`src/rtl/scrambler_frame_ctrl.sv`:
```
// Frame sequencer for a 15-bit LFSR byte scrambler: seeds the scrambler once per frame,
// streams frame_len bytes through it with a one-deep registered output, then pulses done.
module scrambler_frame_ctrl #(
  parameter int                DATA_W       = 8,
  parameter int                SEED_W       = 15,
  parameter int                LEN_W        = 12,
  parameter logic [SEED_W-1:0] DEFAULT_SEED = 15'h00A9
) (
  input  logic              clk,
  input  logic              rst,
  input  logic              start,
  input  logic [LEN_W-1:0]  frame_len,
  input  logic              seed_sel,
  input  logic [SEED_W-1:0] seed_in,
  input  logic              s_valid,
  input  logic [DATA_W-1:0] s_data,
  output logic              s_ready,
  output logic              m_valid,
  output logic [DATA_W-1:0] m_data,
  input  logic              m_ready,
  output logic              scr_load,
  output logic [SEED_W-1:0] scr_seed,
  output logic              scr_en,
  output logic [DATA_W-1:0] scr_din,
  input  logic [DATA_W-1:0] scr_dout,
  output logic              busy,
  output logic              done,
  output logic [LEN_W-1:0]  remaining
);

  localparam logic [1:0] ST_IDLE = 2'd0;
  localparam logic [1:0] ST_LOAD = 2'd1;
  localparam logic [1:0] ST_RUN  = 2'd2;
  localparam logic [1:0] ST_DONE = 2'd3;

  logic [1:0]        state_q,     state_d;
  logic [LEN_W-1:0]  remaining_q, remaining_d;
  logic [SEED_W-1:0] scr_seed_q,  scr_seed_d;
  logic [DATA_W-1:0] m_data_q,    m_data_d;
  logic              m_valid_q,   m_valid_d;

  logic out_free;
  logic s_ready_c;
  logic beat;

  // The output register can take a new byte when it is empty or being drained this cycle.
  assign out_free  = !m_valid_q || m_ready;
  assign s_ready_c = (state_q == ST_RUN) && (remaining_q != '0) && out_free;
  assign beat      = s_valid && s_ready_c;

  always_comb begin
    // NOTE: every signal written here gets a default first so no latch is inferred.
    state_d     = state_q;
    remaining_d = remaining_q;
    scr_seed_d  = scr_seed_q;
    m_data_d    = m_data_q;
    m_valid_d   = m_valid_q;

    case (state_q)
      ST_IDLE: begin
        if (start) begin
          remaining_d = frame_len;
          scr_seed_d  = seed_sel ? seed_in : DEFAULT_SEED;
          state_d     = ST_LOAD;
        end
      end

      ST_LOAD: state_d = ST_RUN;

      ST_RUN: begin
        if (beat) begin
          m_data_d    = scr_dout;
          m_valid_d   = 1'b1;
          remaining_d = remaining_q - LEN_W'(1);
        end else if (m_ready) begin
          m_valid_d = 1'b0;
        end
        // A beat cannot occur once remaining is zero, so the held byte drains here.
        if ((remaining_q == '0) && out_free) begin
          state_d = ST_DONE;
        end
      end

      ST_DONE: state_d = ST_IDLE;

      default: state_d = ST_IDLE;
    endcase
  end

  // NOTE: sequential state uses non-blocking assignments only.
  always_ff @(posedge clk or posedge rst) begin
    if (rst) begin
      state_q     <= ST_IDLE;
      remaining_q <= '0;
      scr_seed_q  <= '0;
      m_data_q    <= '0;
      m_valid_q   <= 1'b0;
    end else begin
      state_q     <= state_d;
      remaining_q <= remaining_d;
      scr_seed_q  <= scr_seed_d;
      m_data_q    <= m_data_d;
      m_valid_q   <= m_valid_d;
    end
  end

  assign s_ready   = s_ready_c;
  assign m_valid   = m_valid_q;
  assign m_data    = m_data_q;
  assign scr_load  = (state_q == ST_LOAD);
  assign scr_seed  = scr_seed_q;
  assign scr_en    = beat;
  assign scr_din   = s_data;
  assign busy      = (state_q != ST_IDLE);
  assign done      = (state_q == ST_DONE);
  assign remaining = remaining_q;

  // Scrambler control must never load and step in the same cycle; a stalled byte must hold.
  a_load_en_exclusive: assert property (@(posedge clk) disable iff (rst) !(scr_load && scr_en));
  a_stall_holds: assert property (@(posedge clk) disable iff (rst)
    (m_valid && !m_ready) |=> (m_valid && $stable(m_data)));

endmodule
```
`config.mk`:
```
export PLATFORM = sky130hd
export DESIGN_NAME = scrambler_frame_ctrl
export DESIGN_NICKNAME = d
export VERILOG_FILES = /design/src/rtl/scrambler_frame_ctrl.sv
export SDC_FILE = /design/constraint.sdc
export NUM_CORES = 1
export LEC_CHECK = 0
export ABC_CLOCK_PERIOD_IN_PS = 1780
export CELL_PAD_IN_SITES_DETAIL_PLACEMENT = 1
export CELL_PAD_IN_SITES_GLOBAL_PLACEMENT = 1
export CORE_UTILIZATION = 27
export DETAILED_ROUTE_END_ITERATION = 12
export HOLD_SLACK_MARGIN = 0.03
export PLACE_DENSITY = 0.73
export SLEW_MARGIN = 20
export SYNTH_ARGS = -nofsm -noshare
export SYNTH_HDL_FRONTEND = slang
export SYNTH_SLANG_ARGS = --single-unit
```
`constraint.sdc`:
```
create_clock -name clk -period 1.78 [get_ports clk]
set_input_delay 0.356 -clock clk [delete_from_list [all_inputs] [get_ports clk]]
set_output_delay 0.356 -clock clk [all_outputs]
set_load 0.005 [all_outputs]
```
# Word level (Yosys, flattened, before mapping)
# Cells that the tools add are included.
[word_totals]
register_bits = 38
out_inout_bits = 49
[classes]
reduce_logical = 17
eq_ne = 6
n_mux = 9
addsub = 1
[op_table]
columns = ["cell", "count"]
rows = [
  ["$mux 12", 2],
  ["$pmux 12 s2", 1],
  ["$mux 15", 1],
  ["$logic_not 12->1", 1],
  ["$reduce_bool 12->1", 1],
  ["$sub 12x1->12 const B", 1],
  ["$pmux 2 s4", 1],
  ["$reduce_and 2->1", 4],
  ["$reduce_bool 2->1", 3],
  ["$eq 2x2->1 const B", 2],
  ["$logic_and 1x1->1", 4],
  ["$mux 2", 2],
  ["$ne 2x2->1 const B", 2],
  ["$reduce_and 3->1", 1],
  ["$eq 2x1->1 const B", 1],
  ["$logic_not 2->1", 1],
  ["$mux 1", 2],
  ["$ne 2x1->1 const B", 1],
  ["$logic_not 1->1", 1],
  ["$logic_or 1x1->1", 1],
]

# Longest topological paths before layout
[logic_depth]
depth_word = 6
mapped_depth = 7
mapped_depth_nobuf = 7

# Worst setup path before layout
# Ideal clock, no wire load.
[synth_timing]
path_kind = "flip-flop to flip-flop"
from = "register remaining_q[0], in the netlist remaining[0]"
to = "register remaining_q[8], in the netlist remaining[8]"
path_stages_with_launch = 8
t_required_ns = 1.654
synth_period_minus_slack_ns = 1.918
n_path_buf = 1
arrival_ns = 1.792
setup_ns = 0.126
path_slack_ns = -0.138
cell_sequence = "dfrtp_1 > inv_1 > ha_1 > or3b_1 > buf_2 > or4_4 > o21ai_2 > a21oi_2"
[synth_via]
elab_chain_len = 6
word_cells_on_any_way = 9
cone_classes = "add/sub (1); eq/ne (1); mux (2); reduce/logical (5)"
[synth_lines]
columns = ["item", "line", "source"]
rows = [
  ["start: declaration", "37", "logic [LEN_W-1:0] remaining_q, remaining_d;"],
  ["start signal: assignment", "100", "remaining_q <= remaining_d;"],
  ["parallel branches: the longest is 6 deep, another holds $sub 12x1->12", "-", ""],
]
# Several ways; the timed one is not identified. The select of a mux whose other input is x is not followed.
# A chain may end at the register's enable or synchronous reset.

# Worst setup path after layout
[layout_timing]
from = "register remaining_q[1], in the netlist remaining[1]"
to = "output s_ready"
[layout_via]
elab_chain_len = 3
[layout_lines]
columns = ["item", "line", "source"]
rows = [
  ["$reduce_bool 12->1", "48", "assign s_ready_c = (state_q == ST_RUN) && (remaining_q != '0) && out_free;"],
  ["$logic_and 1x1->1 (2 in a row)", "48", ""],
  ["end: declaration", "17", "output logic s_ready,"],
]
# No other way between the ends.

==> results.cfg <==
[floorplanning]
die-height_um = 90.6
rows = 31
core-area_mm2 = 0.00741
die_x_um = 90.6
initial_utilization_pct = 28.6
die_area_mm2 = 0.00821
ioPinCount = 98

[timing]
rsz0062_at_grt = yes
slew-limit-headroom_pct = 74.2
finalSetupViolCount = 14
finalHoldViolCount = 0
setup_slack_ps = -226
fmaxAchievable_mhz = 498
worst_pin_slew_ps = 387
min_period_over_period_pct = 113
fin_crit_ps = 2010
clock_skew_ps = 4.74
slew_viol_final = 0

[routing]
vias_per_cell = 5.00
wirelength_mm = 7.79
ant_nets = 0
wl_per_cell_um = 17.4
drtIter0Drc = 44
route.vias.total = 2233
drt-pass1-iter-count = 4
drc = 0

[cells_and_area]
drive_gt1_share_pct = 33.6
areaGrowthSynthToFinish_pct = 77.7
n_antenna_cell = 0
n_fill_cell = 809
fin_nets = 404

[synthesis]
yosysTopAreaCell = dfrtp_1
syn_area_mm2 = 0.00212
syn_area_per_cell_um2 = 9.59
synth_flop_cell = dfrtp_1
synthArstFlopShare_pct = 100
ys_types = 45
synth_edf_count = 0
synth_seq_cells = 38
yosysMostFrequentCell = dfrtp_1
ys_seq_area_share_pct = 44.9
netlist.area_leader.share_pct = 44.9
yosys_warnings = 0
synth_common_cells = 38 x dfrtp_1, 30 x nand2_1, 17 x inv_1, 17 x nand3_1
synthesis.instances = 221
synth_nets = 277
synth_area_leaders = dfrtp_1 45%, mux2_2 5.3%, nand2_1 5.3%, ha_1 4.1%, nand3_1 4.0%

[global_route]
grt_pass1_wl_mm = 11.9
grt_max_degree = 31
globalRouteOverflowTotal = 0
grt.total_usage_pct = 18.3
grt_antenna_before_repair = 0
grt_pass1_vias = 2444

[power]
ir_drop_v = 0.000618
power_mw = 6.57
pwr_density_cell_mw_per_mm2 = 1740
leakagePower_nw = 1.63

[clock_tree]
htreeDepth = 2
cts_tree = done
clockBufferDepth = 2
clk_latency_ps = 290
cts_root_buf = clkbuf_8
path_clk_slew_ps = 80
cts_buffers = 5
clkSinkCount = 38

[worst_setup_path]
required_ps = 1420
cp_cell_sequence = inv_2, ha_4, nor4b_4, nand3_2, and3_4, buf_6
crit_path_max_fanout = 3
start_kind = flip-flop
critPathSlowestCell = dfrtp_1
crit_type = flip-flop to output pin
endpoint_kind = output pin
crit_path_max_incr_delay_ps = 410
arrival_ps = 1650
r2r_slack_ps = -130

[place]
port_buffers = 81
dp_hpwl_mm = 4.92
dp_slack_ps = -450
gp_congestion = 0.768

[run_status]
outcome = complete, but fails checks
violations = negative setup slack

[min_path]
hold_path_class = input pin to asynchronous set/reset pin

[run]
cap_violations = 0
==> critical path, delay by kind of cell (launching register included) <==
family | cells | cell delay, ps
buffers and inverters | 2 | 210
adders and majority gates | 1 | 130
DFF | 1 | 410
and+or+nand+nor | 3 | 590
==> cells by family after synthesis <==
| family | synth area share [%] |
|---|---|
| AND/OR/NAND/NOR | 19.3 |
| AO/OA/AOI/OAI | 15.3 |
| buffers and inverters | 10.1 |
| flip-flops | 44.9 |
| multiplexers | 6.26 |
| adder cells (fa/ha/maj) | 4.13 |
==> power by group <==
part	internal, mW	switching (mW)	total (mW)
Sequential	1.27	0.273	1.55
Clock	0.449	0.319	0.768
Combinational	2.39	1.86	4.25
Total	4.11	2.46	6.57
==> metrics by stage <==
stage	hold slack (ps)	area, µm²	setup TNS (ps)	utilization, %	std cells
after floorplan	460	2140	-2.48	-	221
after CTS	349	3570	-650	48.2	435
final	335	3770	-1410	50.9	447
after global routing	374	3770	-3120	50.9	447
after global placement	448	3250	-3810	43.9	421
after detailed placement	458	3250	-4490	43.9	421
==> state kept, by name, summed over array words and instances (netlist names) <==
signal / flops
m_data: 8
m_valid: 1
remaining: 12
scr_seed: 15
state_q: 2
==> final timing paths <==
check | start | cells after the start | to
max in group asynchronous | rst | 3 | state_q[1]
worst max register to register | remaining[0] | 8 | remaining[8]
worst min-delay path | rst | 2 | m_data[0]
worst max-delay path | remaining[1] | 6 | s_ready
min in group clk | scr_seed[4] | 2 | scr_seed[4]
worst min register to register | scr_seed[4] | 2 | scr_seed[4]
==> final cells by class <==
cell class                      instances  area [µm²]  share of cell area (%)
Clock buffer                            6        82.6                    2.19
Clock inverter                          1        30.0                   0.797
Inverter                               18        67.6                    1.79
Multi-Input combinational cell        144        1200                    31.8
Sequential cell                        38         951                    25.2
Tap cell                               99         124                    3.29
Timing Repair Buffer                  141        1320                    34.9
==> routing by layer <==
layer	GRT usage [%]	wire length (µm)	up-vias
met3	6.65	608	16
met4	5.65	153	0
met1	19.9	3060	1091
li1	-	-	1032
met2	32.9	3970	94
met5	0	0	-
==> placed cells by master (no fill, tap or decap), types with 2 or more instances in the layout <==
master and count:
or4_4 2, a21oi_2 3, mux2i_1 2, clkbuf_8 6
ha_4 4, dfrtp_1 38, and3_4 3, o21ai_0 4
nor4_1 2, ha_1 3, o31ai_4 2, clkdlybuf4s50_1 76
inv_1 13, buf_4 48, a41oi_2 6, nand2b_1 3
nor2_1 7, a31oi_1 4, a22o_1 4, nor3_1 2
nand2_1 30, a21oi_1 3, o22ai_1 6, nand3_1 16
nand4_1 5, mux2_2 9, clkdlybuf4s15_1 3, buf_6 11
inv_2 5
==> what timing repair did <==
item	in CTS	in global routing
hold endpoints to repair	0	0
setup endpoints to repair	19	28
resized for setup	43	23
pin swaps	12	19
hold buffers	0	0
setup buffers	9	17
cloned	2	0
Power figures use the tool's default switching activity.
